<file path="src/rtl/c_trace_pkg.sv">
// Shared types for the c trace monitor: direction tags, trace tag
// layout and the monitor FSM states.
package c_trace_pkg;

    typedef logic [1:0] dir_t;

    localparam dir_t DIR_EQ    = 2'b00;
    localparam dir_t DIR_UP    = 2'b01;
    localparam dir_t DIR_DN    = 2'b10;
    localparam dir_t DIR_FIRST = 2'b11;

    // Upper bits of a trace entry; the entry is {tag, c} with c W bits.
    typedef struct packed {
        logic sel;
        dir_t dir;
    } trace_tag_t;

    localparam int TAG_W = $bits(trace_tag_t);

    typedef enum logic {
        ST_EMPTY,
        ST_TRACK
    } state_t;

    // Unsigned compare of a new sample against the previous one.
    function automatic dir_t classify(input logic first,
                                      input logic gt,
                                      input logic lt);
        dir_t d;
        d = DIR_EQ;
        unique case (1'b1)
            first:   d = DIR_FIRST;
            gt:      d = DIR_UP;
            lt:      d = DIR_DN;
            default: d = DIR_EQ;
        endcase
        return d;
    endfunction

endpackage

</file>
<file path="src/rtl/c_trace_monitor_if.sv">
// Valid/ready trace stream from the monitor to the trace writer.
// Ports: out_valid/out_data from master, out_ready from slave.
interface c_trace_monitor_if #(
    parameter int W = 11
);

    logic           out_valid;
    logic           out_ready;
    logic [W+2:0]   out_data;

    modport master (
        output out_valid,
        output out_data,
        input  out_ready
    );

    modport slave (
        input  out_valid,
        input  out_data,
        output out_ready
    );

endinterface

</file>
<file path="src/rtl/trace_fifo.sv">
// Synchronous DEPTH x DW FIFO with a registered head word.
// Ports: push/din in, pop in, full/empty/count/head out.
module trace_fifo #(
    parameter int DW    = 14,
    parameter int DEPTH = 8
) (
    input  logic                     clk,
    input  logic                     rst,
    input  logic                     push,
    input  logic [DW-1:0]            din,
    input  logic                     pop,
    output logic                     full,
    output logic                     empty,
    output logic [$clog2(DEPTH):0]   count,
    output logic [DW-1:0]            head
);

    localparam int AW = $clog2(DEPTH);
    localparam int CW = AW + 1;

    logic [DW-1:0] mem [DEPTH];
    logic [AW-1:0] wr_q;
    logic [AW-1:0] rd_q;
    logic [AW-1:0] rd_nx;
    logic [CW-1:0] cnt_q;
    logic [DW-1:0] head_q;
    logic          do_push;
    logic          do_pop;
    logic          last;

    assign full    = (cnt_q == CW'(DEPTH));
    assign empty   = (cnt_q == '0);
    assign count   = cnt_q;
    assign head    = head_q;
    assign rd_nx   = rd_q + AW'(1);
    assign last    = (cnt_q == CW'(1));

    assign do_pop  = pop && !empty;
    // A full FIFO still takes a push when the head leaves this cycle.
    assign do_push = push && (!full || do_pop);

    always_ff @(posedge clk) begin
        if (do_push) begin
            mem[wr_q] <= din;
        end
    end

    always_ff @(posedge clk) begin
        if (rst) begin
            wr_q   <= '0;
            rd_q   <= '0;
            cnt_q  <= '0;
            head_q <= '0;
        end else begin
            if (do_push) begin
                wr_q <= wr_q + AW'(1);
            end
            if (do_pop) begin
                rd_q <= rd_nx;
            end

            unique case ({do_push, do_pop})
                2'b10:   cnt_q <= cnt_q + CW'(1);
                2'b01:   cnt_q <= cnt_q - CW'(1);
                default: cnt_q <= cnt_q;
            endcase

            // Head is its own register: a push into an empty (or
            // emptying) FIFO lands directly there, otherwise a pop
            // pulls the next stored word forward.
            if (do_push && (empty || (do_pop && last))) begin
                head_q <= din;
            end else if (do_pop && last) begin
                head_q <= '0;
            end else if (do_pop) begin
                head_q <= mem[rd_nx];
            end
        end
    end

endmodule

</file>
<file path="src/rtl/c_trace_monitor.sv">
// Samples result c with its selector, keeps running min/max, counts
// and monotonicity flags, and queues tagged samples for the trace
// writer.
// Ports: clk, rst, sample_en, c_in, sel_in, trace (valid/ready stream),
// c_min, c_max, sample_cnt, drop_cnt, mono_up, mono_dn, overflow.
module c_trace_monitor
    import c_trace_pkg::*;
#(
    parameter int W     = 11,
    parameter int DEPTH = 8,
    parameter int CNT_W = 16
) (
    input  logic                clk,
    input  logic                rst,
    input  logic                sample_en,
    input  logic [W-1:0]        c_in,
    input  logic                sel_in,
    c_trace_monitor_if.master   trace,
    output logic [W-1:0]        c_min,
    output logic [W-1:0]        c_max,
    output logic [CNT_W-1:0]    sample_cnt,
    output logic [CNT_W-1:0]    drop_cnt,
    output logic                mono_up,
    output logic                mono_dn,
    output logic                overflow
);

    localparam int DW = W + TAG_W;

    state_t             state_q;
    state_t             state_d;
    dir_t               dir;
    trace_tag_t         tag;
    logic [W-1:0]       prev_c_q;
    logic [W-1:0]       min_q;
    logic [W-1:0]       max_q;
    logic [CNT_W-1:0]   scnt_q;
    logic [CNT_W-1:0]   dcnt_q;
    logic               up_q;
    logic               dn_q;
    logic               ovf_q;

    logic               f_full;
    logic               f_empty;
    logic [$clog2(DEPTH):0] f_count;
    logic [DW-1:0]      f_head;
    logic               f_pop;
    logic               drop;

    always_ff @(posedge clk) begin
        if (rst) begin
            state_q <= ST_EMPTY;
        end else begin
            state_q <= state_d;
        end
    end

    always_comb begin
        state_d = state_q;
        dir     = DIR_FIRST;
        unique case (state_q)
            ST_EMPTY: begin
                dir = DIR_FIRST;
                if (sample_en) begin
                    state_d = ST_TRACK;
                end
            end
            ST_TRACK: begin
                dir = classify(1'b0, c_in > prev_c_q, c_in < prev_c_q);
            end
            default: begin
                state_d = ST_EMPTY;
            end
        endcase
    end

    assign tag.sel = sel_in;
    assign tag.dir = dir;

    assign f_pop = trace.out_ready && !f_empty;

    // Drop only when full and the head is not leaving this cycle.
    assign drop  = sample_en && f_full && !f_pop;

    trace_fifo #(
        .DW    (DW),
        .DEPTH (DEPTH)
    ) u_fifo (
        .clk   (clk),
        .rst   (rst),
        .push  (sample_en),
        .din   ({tag, c_in}),
        .pop   (f_pop),
        .full  (f_full),
        .empty (f_empty),
        .count (f_count),
        .head  (f_head)
    );

    assign trace.out_valid = (f_count != '0);
    assign trace.out_data  = f_head;

    always_ff @(posedge clk) begin
        if (rst) begin
            prev_c_q <= '0;
            min_q    <= '1;
            max_q    <= '0;
            scnt_q   <= '0;
            dcnt_q   <= '0;
            up_q     <= 1'b1;
            dn_q     <= 1'b1;
            ovf_q    <= 1'b0;
        end else begin
            if (sample_en) begin
                prev_c_q <= c_in;
                if (c_in < min_q) begin
                    min_q <= c_in;
                end
                if (c_in > max_q) begin
                    max_q <= c_in;
                end
                if (scnt_q != '1) begin
                    scnt_q <= scnt_q + CNT_W'(1);
                end
                if (dir == DIR_DN) begin
                    up_q <= 1'b0;
                end
                if (dir == DIR_UP) begin
                    dn_q <= 1'b0;
                end
            end
            if (drop) begin
                ovf_q <= 1'b1;
                if (dcnt_q != '1) begin
                    dcnt_q <= dcnt_q + CNT_W'(1);
                end
            end
        end
    end

    assign c_min      = min_q;
    assign c_max      = max_q;
    assign sample_cnt = scnt_q;
    assign drop_cnt   = dcnt_q;
    assign mono_up    = up_q;
    assign mono_dn    = dn_q;
    assign overflow   = ovf_q;

endmodule
</file>
<file path="src/flat_wrapper.sv">
// flat-port wrapper written by rule: the top's interface ports become plain ports
module c_trace_monitor_flat import c_trace_pkg::*;
#(
    parameter int W     = 11,
    parameter int DEPTH = 8,
    parameter int CNT_W = 16
)
  (clk, rst, sample_en, c_in, sel_in, c_min, c_max, sample_cnt, drop_cnt, mono_up, mono_dn, overflow, trace_out_valid, trace_out_data, trace_out_ready);
  c_trace_monitor_if #(.W(W)) trace_i ();
  input  logic clk;
  input  logic rst;
  input  logic sample_en;
  input  logic [W-1:0] c_in;
  input  logic sel_in;
  output logic [W-1:0] c_min;
  output logic [W-1:0] c_max;
  output logic [CNT_W-1:0] sample_cnt;
  output logic [CNT_W-1:0] drop_cnt;
  output logic mono_up;
  output logic mono_dn;
  output logic overflow;
  output wire logic [$bits(trace_i.out_valid)-1:0] trace_out_valid;
  output wire logic [$bits(trace_i.out_data)-1:0] trace_out_data;
  input wire logic [$bits(trace_i.out_ready)-1:0] trace_out_ready;
  assign trace_out_valid = trace_i.out_valid;
  assign trace_out_data = trace_i.out_data;
  assign trace_i.out_ready = trace_out_ready;
  c_trace_monitor #(.W(W), .DEPTH(DEPTH), .CNT_W(CNT_W)) u_core (.clk(clk), .rst(rst), .sample_en(sample_en), .c_in(c_in), .sel_in(sel_in), .trace(trace_i), .c_min(c_min), .c_max(c_max), .sample_cnt(sample_cnt), .drop_cnt(drop_cnt), .mono_up(mono_up), .mono_dn(mono_dn), .overflow(overflow));
endmodule
</file>
<file path="config.mk">
export PLATFORM = sky130hd
export DESIGN_NAME = c_trace_monitor_flat
export DESIGN_NICKNAME = d
export VERILOG_FILES = /design/src/rtl/c_trace_pkg.sv /design/src/rtl/c_trace_monitor_if.sv /design/src/rtl/trace_fifo.sv /design/src/rtl/c_trace_monitor.sv /design/src/flat_wrapper.sv
export SDC_FILE = /design/constraint.sdc
export NUM_CORES = 1
export LEC_CHECK = 0
export BUFFER_PORTS_ARGS = -buffer_cell sky130_fd_sc_hd__buf_4
export CORE_ASPECT_RATIO = 0.8
export CORE_MARGIN = 1
export CORE_UTILIZATION = 40
export CTS_CLUSTER_DIAMETER = 150
export DETAILED_ROUTE_END_ITERATION = 8
export PLACE_DENSITY_LB_ADDON = 0.15
export RECOVER_POWER = 25
export SLEW_MARGIN = 20
export SYNTH_ARGS = -nofsm -noshare
export SYNTH_HDL_FRONTEND = slang
export SYNTH_HIERARCHICAL = 1
export SYNTH_SLANG_ARGS = --single-unit
export TNS_END_PERCENT = 5
</file>
<file path="constraint.sdc">
create_clock -name clk -period 6.8 [get_ports clk]
set_input_delay 0.68 -clock clk [delete_from_list [all_inputs] [get_ports clk]]
set_output_delay 0.68 -clock clk [all_outputs]
set_load 0.02 [all_outputs]
</file>
* Yosys cells after proc, flatten, opt, wreduce, memory -nomap -nowiden *
Memories as Yosys holds them, arrays and structs flattened.
Cells that the tools add are included.

storage, ports and cells
  logic and storage cells = 65
  input bits = 16
  RAM bits = 112
  bits in registers = 93
  output and inout bits = 72
  memories = 1

operators by class
  add/sub/neg operators = 6
  mux-type cells = 10
  order comparisons = 4
  reductions and logical operators = 22
  equality and inequality tests = 8
  bitwise logic cells = 1

memory list
  memory             words  width  read ports  clocked after Yosys merged registers in  wr ports  RTL line          text
  u_core.u_fifo.mem  8      14     1           0                                        1         trace_fifo.sv:21  logic [DW-1:0] mem [DEPTH];

operator list
  cell                                               number
  2-to-1 mux 14 bit                                  3
  adder 16 x 1 -> 16 bit (second input constant)     2
  inequality test 16 bit (second input constant)     2
  > comparator 11 bit                                2
  < comparator 11 bit                                2
  AND reduction 2 bit                                6
  one-hot mux 2 bit (2 select lines)                 2
  one-hot mux 4 bit (2 select lines)                 1
  logical AND 1 bit                                  7
  adder 3 x 1 -> 3 bit (second input constant)       2
  adder 4 x 1 -> 4 bit (second input constant)       1
  == test 2 x 1 -> 1 bit (second input constant)     2
  == test 2 bit (second input constant)              2
  == test 4 x 1 -> 1 bit (second input constant)     1
  == test 4 bit (second input constant)              1
  logical NOT 4 bit                                  1
  2-to-1 mux 1 bit                                   4
  nonzero test 4 bit                                 1
  subtractor 4 x 1 -> 4 bit (second input constant)  1
  logical NOT 1 bit                                  3
  nonzero test 3 bit                                 1
  logical OR 1 bit                                   2
  nonzero test 2 bit                                 1
  inverter 1 bit                                     1

* Depth between registers and ports, before layout *
  depth in word-level cells = 8
  mapped depth = 11
  mapped depth without buffers = 10

* Hierarchy *
The synthesis kept the hierarchy.

modules (own cells, without submodules)
  module           sequential area each (um2)  cells an instance  instances  area each (um2)
  trace_fifo       3843.7                      427                1          5572.8
  c_trace_monitor  1381.3                      434                1          3734.8

* Worst setup path before layout *
No wires, ideal clock.

  kind = register to register
  from = reg u_core.u_fifo.cnt_q[0] (netlist: u_core/u_fifo/count[0])
  to = mem u_core.u_fifo.mem[0][0] (enable)
  data arrival time = 3.245 ns
  stages on the path, launching flop included = 9
  path slack = 3.134 ns
  clock period less this slack = 3.666 ns
  data required time = 6.379 ns
  setup time = 0.421 ns
  path buffers = 2
  path through = dfxtp_1 > inv_1 > ha_1 > nor3b_4 > buf_2 > nor2b_1 > buf_2 > o21ai_0 > nor4_1

on the way
  longest elaborated chain between the ends = 8
  elaborated cells between the ends (all ways) = 10
  those cells by class = eq/ne: 1; mux: 2; reduce/logical: 7

RTL lines
  element                                 RTL line               text
  start: declaration                      trace_fifo.sv:25       logic [CW-1:0] cnt_q;
  start signal: assignment                trace_fifo.sv:63       2'b10: cnt_q <= cnt_q + CW'(1);
  start signal: assignment                trace_fifo.sv:64       2'b01: cnt_q <= cnt_q - CW'(1);
  start signal: assignment                trace_fifo.sv:65       default: cnt_q <= cnt_q;
  logical NOT 4 bit                       trace_fifo.sv:32       assign empty = (cnt_q == '0);
  named net u_core.f_empty                c_trace_monitor.sv:44  logic f_empty;
  logical NOT 1 bit                       c_trace_monitor.sv:80  assign f_pop = trace.out_ready && !f_empty;
  logical AND 1 bit                       c_trace_monitor.sv:80
  named net u_core.f_pop                  c_trace_monitor.sv:47  logic f_pop;
  logical AND 1 bit                       trace_fifo.sv:38       assign do_pop = pop && !empty;
  logical OR 1 bit                        trace_fifo.sv:40       assign do_push = push && (!full || do_pop);
  logical AND 1 bit                       trace_fifo.sv:40
  2-to-1 mux 1 bit                        trace_fifo.sv:43       if (do_push) begin
  2-to-1 mux 1 bit (not written as such)  trace_fifo.sv:44       mem[wr_q] <= din;
  end: declaration                        trace_fifo.sv:21

The timed path passes the listed nets, and every way through them passes these cells.

* Worst setup path in the final report *
  from = reg u_core.u_fifo.cnt_q[1] (netlist: u_core/u_fifo/count[1])
  to = mem u_core.u_fifo.mem[3][4] (enable)

Same word-level chain as after synthesis.

==> impl_metrics.json <==
{
  "status": "finished with violations",
  "violations": "max-capacitance violations, max-slew violations",
  "report.final.setup_viol": 0,
  "fin_nets": 1003,
  "syn_inst": 861,
  "fin_setup_tns_ns": 0,
  "cp_slowest_cell": "o21ai_0",
  "die_x_um": 173,
  "async_reset_ff_frac": 0,
  "wl_per_cell_um": 18.2,
  "clockBufferDepth": 3,
  "final_util": 0.490,
  "synthToLayoutAreaGrowth_pct": 19.1,
  "yosys_warnings": 6,
  "core_sq_mm": 0.0226,
  "synth_edf_count": 112,
  "placed_area_sq_mm": 0.0103,
  "port_buffers": 87,
  "peakVddDrop_mv": 0.163,
  "grt_usage": 0.192,
  "syn-mean-instance-area_sq_um": 10.8,
  "syn_area_sq_mm": 0.00931,
  "first_iter_violations": 469,
  "rows": 49,
  "postLayoutCellArea_sq_mm": 0.0111,
  "synth_fp_nets": 916,
  "postCtsSetupBuffers": 0,
  "worst_ep_required_time_ns": 6.97,
  "worst-path-stages": 7,
  "min_path_type": "reg2reg",
  "layout_min_cycle_time_ns": 3.34,
  "grt_pass1_vias": 6617,
  "tritoncts": "built",
  "ctsHoldBuffers": 0,
  "grt_setup_unrepaired": "no",
  "cap_violations": 1,
  "synth.distinct_cells": 63,
  "post-route-worst-setup-slack_ns": 3.46,
  "crit_type": "reg2reg",
  "cts.clk_slew.worst_paths_ns": 0.06,
  "grt_pass1_wl_mm": 36.5,
  "whs_path_depth": 2,
  "slowest_delay_ns": 0.80,
  "fmax_mhz": 300,
  "cp-end-kind": "flip-flop",
  "critical-path-top-delay-family": "simple AND/OR/NAND/NOR gates",
  "die_y_um": 138,
  "drt_wl_total_mm": 23.1,
  "clkSinkCount": 205,
  "worst-path-max-fanout": 18,
  "place_congestion": 0.793,
  "start_util": 0.411,
  "cellLeakagePower_nw": 4.30,
  "overflow": 0,
  "cp_num_buf_inv": 2,
  "grt_start_max_net_pins": 66,
  "ant_nets": 0,
  "synth-seq-cells": 205,
  "num_vias": 6789,
  "post-place-ws_ns": 3.48,
  "total_power_mw": 3.36,
  "drc": 0,
  "cts_resized": 0,
  "vias_per_cell": 5.34,
  "ctsHtreeMaxLevel": 1,
  "first_pass_iters": 5,
  "diodes": 0,
  "skew_ns": 0.0118,
  "ios": 88,
  "drive_above_1_share": 0.153,
  "hold_violations": 0,
  "cts_made_buffers": 23,
  "antenna_found_initial": 0,
  "p_per_area_mw_per_mm2": 303,
  "dp_hpwl_mm": 14.3,
  "worstSkewPairLatency_ns": 0.51,
  "cp-start-kind": "flip-flop",
  "slew_headroom": -1.05,
  "path_cells": "inv_1 > ha_1 > nor3b_4 > nor2b_1 > buf_4 > o21ai_0 > nor3_4",
  "ys.flop_type": "edfxtp_1",
  "final_cell_mix": "nand2_1, edfxtp_1, dfxtp_1",
  "ys_seq_area_frac": 0.561,
  "finalCritPeriodShare": 0.491,
  "dieArea_sq_mm": 0.0239,
  "arrival_ns": 3.51,
  "final_max_slew_viol_count": 66,
  "worstMarginPinSlew_ns": 3.07,
  "root_buffer": "clkbuf_16",
  "final_common_cell": "nand2_1",
  "r2r_cells": 7
}
==> worst reg2reg max path, stage by stage (launching register included) <==
cell and delay [ns]:
dfxtp_1 0.34, inv_1 0.12, ha_1 0.33, nor3b_4 0.78
nor2b_1 0.10, buf_4 0.22, o21ai_0 0.80, nor3_4 0.30
==> worst paths after layout <==
kind / slack, ns / endpoint / startpoint
max: 3.46 / u_core/u_fifo/mem[3][4] / u_core/u_fifo/count[1]
min reg2reg: 0.46 / u_core/u_fifo/rd_q[1] / u_core/u_fifo/rd_q[1]
min: 0.46 / u_core/u_fifo/rd_q[1] / u_core/u_fifo/rd_q[1]
max reg2reg: 3.46 / u_core/u_fifo/mem[3][4] / u_core/u_fifo/count[1]
==> power breakdown <==
| group | leakage [nW] | internal [mW] | switching (mW) |
|---|---|---|---|
| Sequential | 1.77 | 1.38 | 0.0607 |
| Clock | 0.378 | 0.786 | 0.510 |
| Combinational | 2.15 | 0.226 | 0.390 |
==> metrics by stage <==
stage | hold slack, ns | std cells
6_report | 0.461 | 1271
5_1_grt | 0.499 | 1271
4_1_cts | 0.421 | 1271
3_5_place_dp | 0.455 | 1229
3_3_place_gp | 0.452 | 1229
2_1_floorplan | 0.440 | 861
==> logic make-up (layout without fill, tap and decap cells) <==
kind of cell / count (synthesis) / count (layout) / share of synthesized area
and+or+nand+nor: 330 / 330 / 0.166
buffers and inverters: 81 / 185 / 0.0363
AOI/OAI and AO/OA: 123 / 123 / 0.0933
muxes: 53 / 53 / 0.0625
DFF: 205 / 205 / 0.561
xor gates and xnor gates: 30 / 30 / 0.0282
adders and majority gates: 39 / 39 / 0.0524
==> cells in the mapped netlist, types with 4 or more instances <==
| master | instances | share of area |
|---|---|---|
| nor3_1 | 14 | 0.0075 |
| dfxtp_1 | 93 | 0.20 |
| nand2b_1 | 7 | 0.0047 |
| nor2b_1 | 5 | 0.0034 |
| ha_1 | 39 | 0.052 |
| nand4_1 | 11 | 0.0074 |
| a211oi_1 | 4 | 0.0032 |
| mux2i_1 | 48 | 0.052 |
| and4_1 | 6 | 0.0056 |
| a41o_1 | 12 | 0.013 |
| o211ai_1 | 18 | 0.015 |
| o21ai_0 | 13 | 0.0070 |
| clkbuf_1 | 24 | 0.0097 |
| and3_1 | 8 | 0.0054 |
| edfxtp_1 | 112 | 0.36 |
| a32oi_1 | 12 | 0.011 |
| nand3_1 | 46 | 0.025 |
| xor2_1 | 19 | 0.018 |
| xnor2_1 | 11 | 0.010 |
| a21o_1 | 4 | 0.0032 |
| a21oi_1 | 31 | 0.017 |
| buf_2 | 12 | 0.0065 |
| nand2_1 | 124 | 0.050 |
| nor2_1 | 82 | 0.033 |
| inv_1 | 39 | 0.016 |
| nor4_1 | 4 | 0.0027 |
| and2_1 | 5 | 0.0034 |
| mux4_2 | 4 | 0.0097 |
| a31oi_1 | 5 | 0.0034 |
==> registers in the layout, summed over array words and instances, names as in the netlist, 3 cells and up <==
register and flops:
u_core/u_fifo/mem 112, u_core/drop_cnt 16, u_core/sample_cnt 16, u_core/u_fifo/head 14, u_core/c_max 11, u_core/c_min 11, u_core/prev_c_q 11, u_core/u_fifo/count 4
u_core/u_fifo/rd_q 3, u_core/u_fifo/wr_q 3
==> cell type report <==
class                      count  area [sq um]
timing repair buffer         104           732
clock buffer                  25           593
tap                          306           383
multi-input combinational    575          3810
sequential                   205          5230
inverter                      39           146
clock inverter                17           203
fill                        2113         11500
==> metal layers <==
layer  GRT usage  vias to the layer above  routed length [um]
li1            -                     3298                   -
met1       0.270                     3258               11100
met2       0.302                      190               10100
met3      0.0327                       43                1240
met4      0.0597                        0                 651
met5           0                        -                   0
No activity file was read; power rests on OpenSTA's default activity.
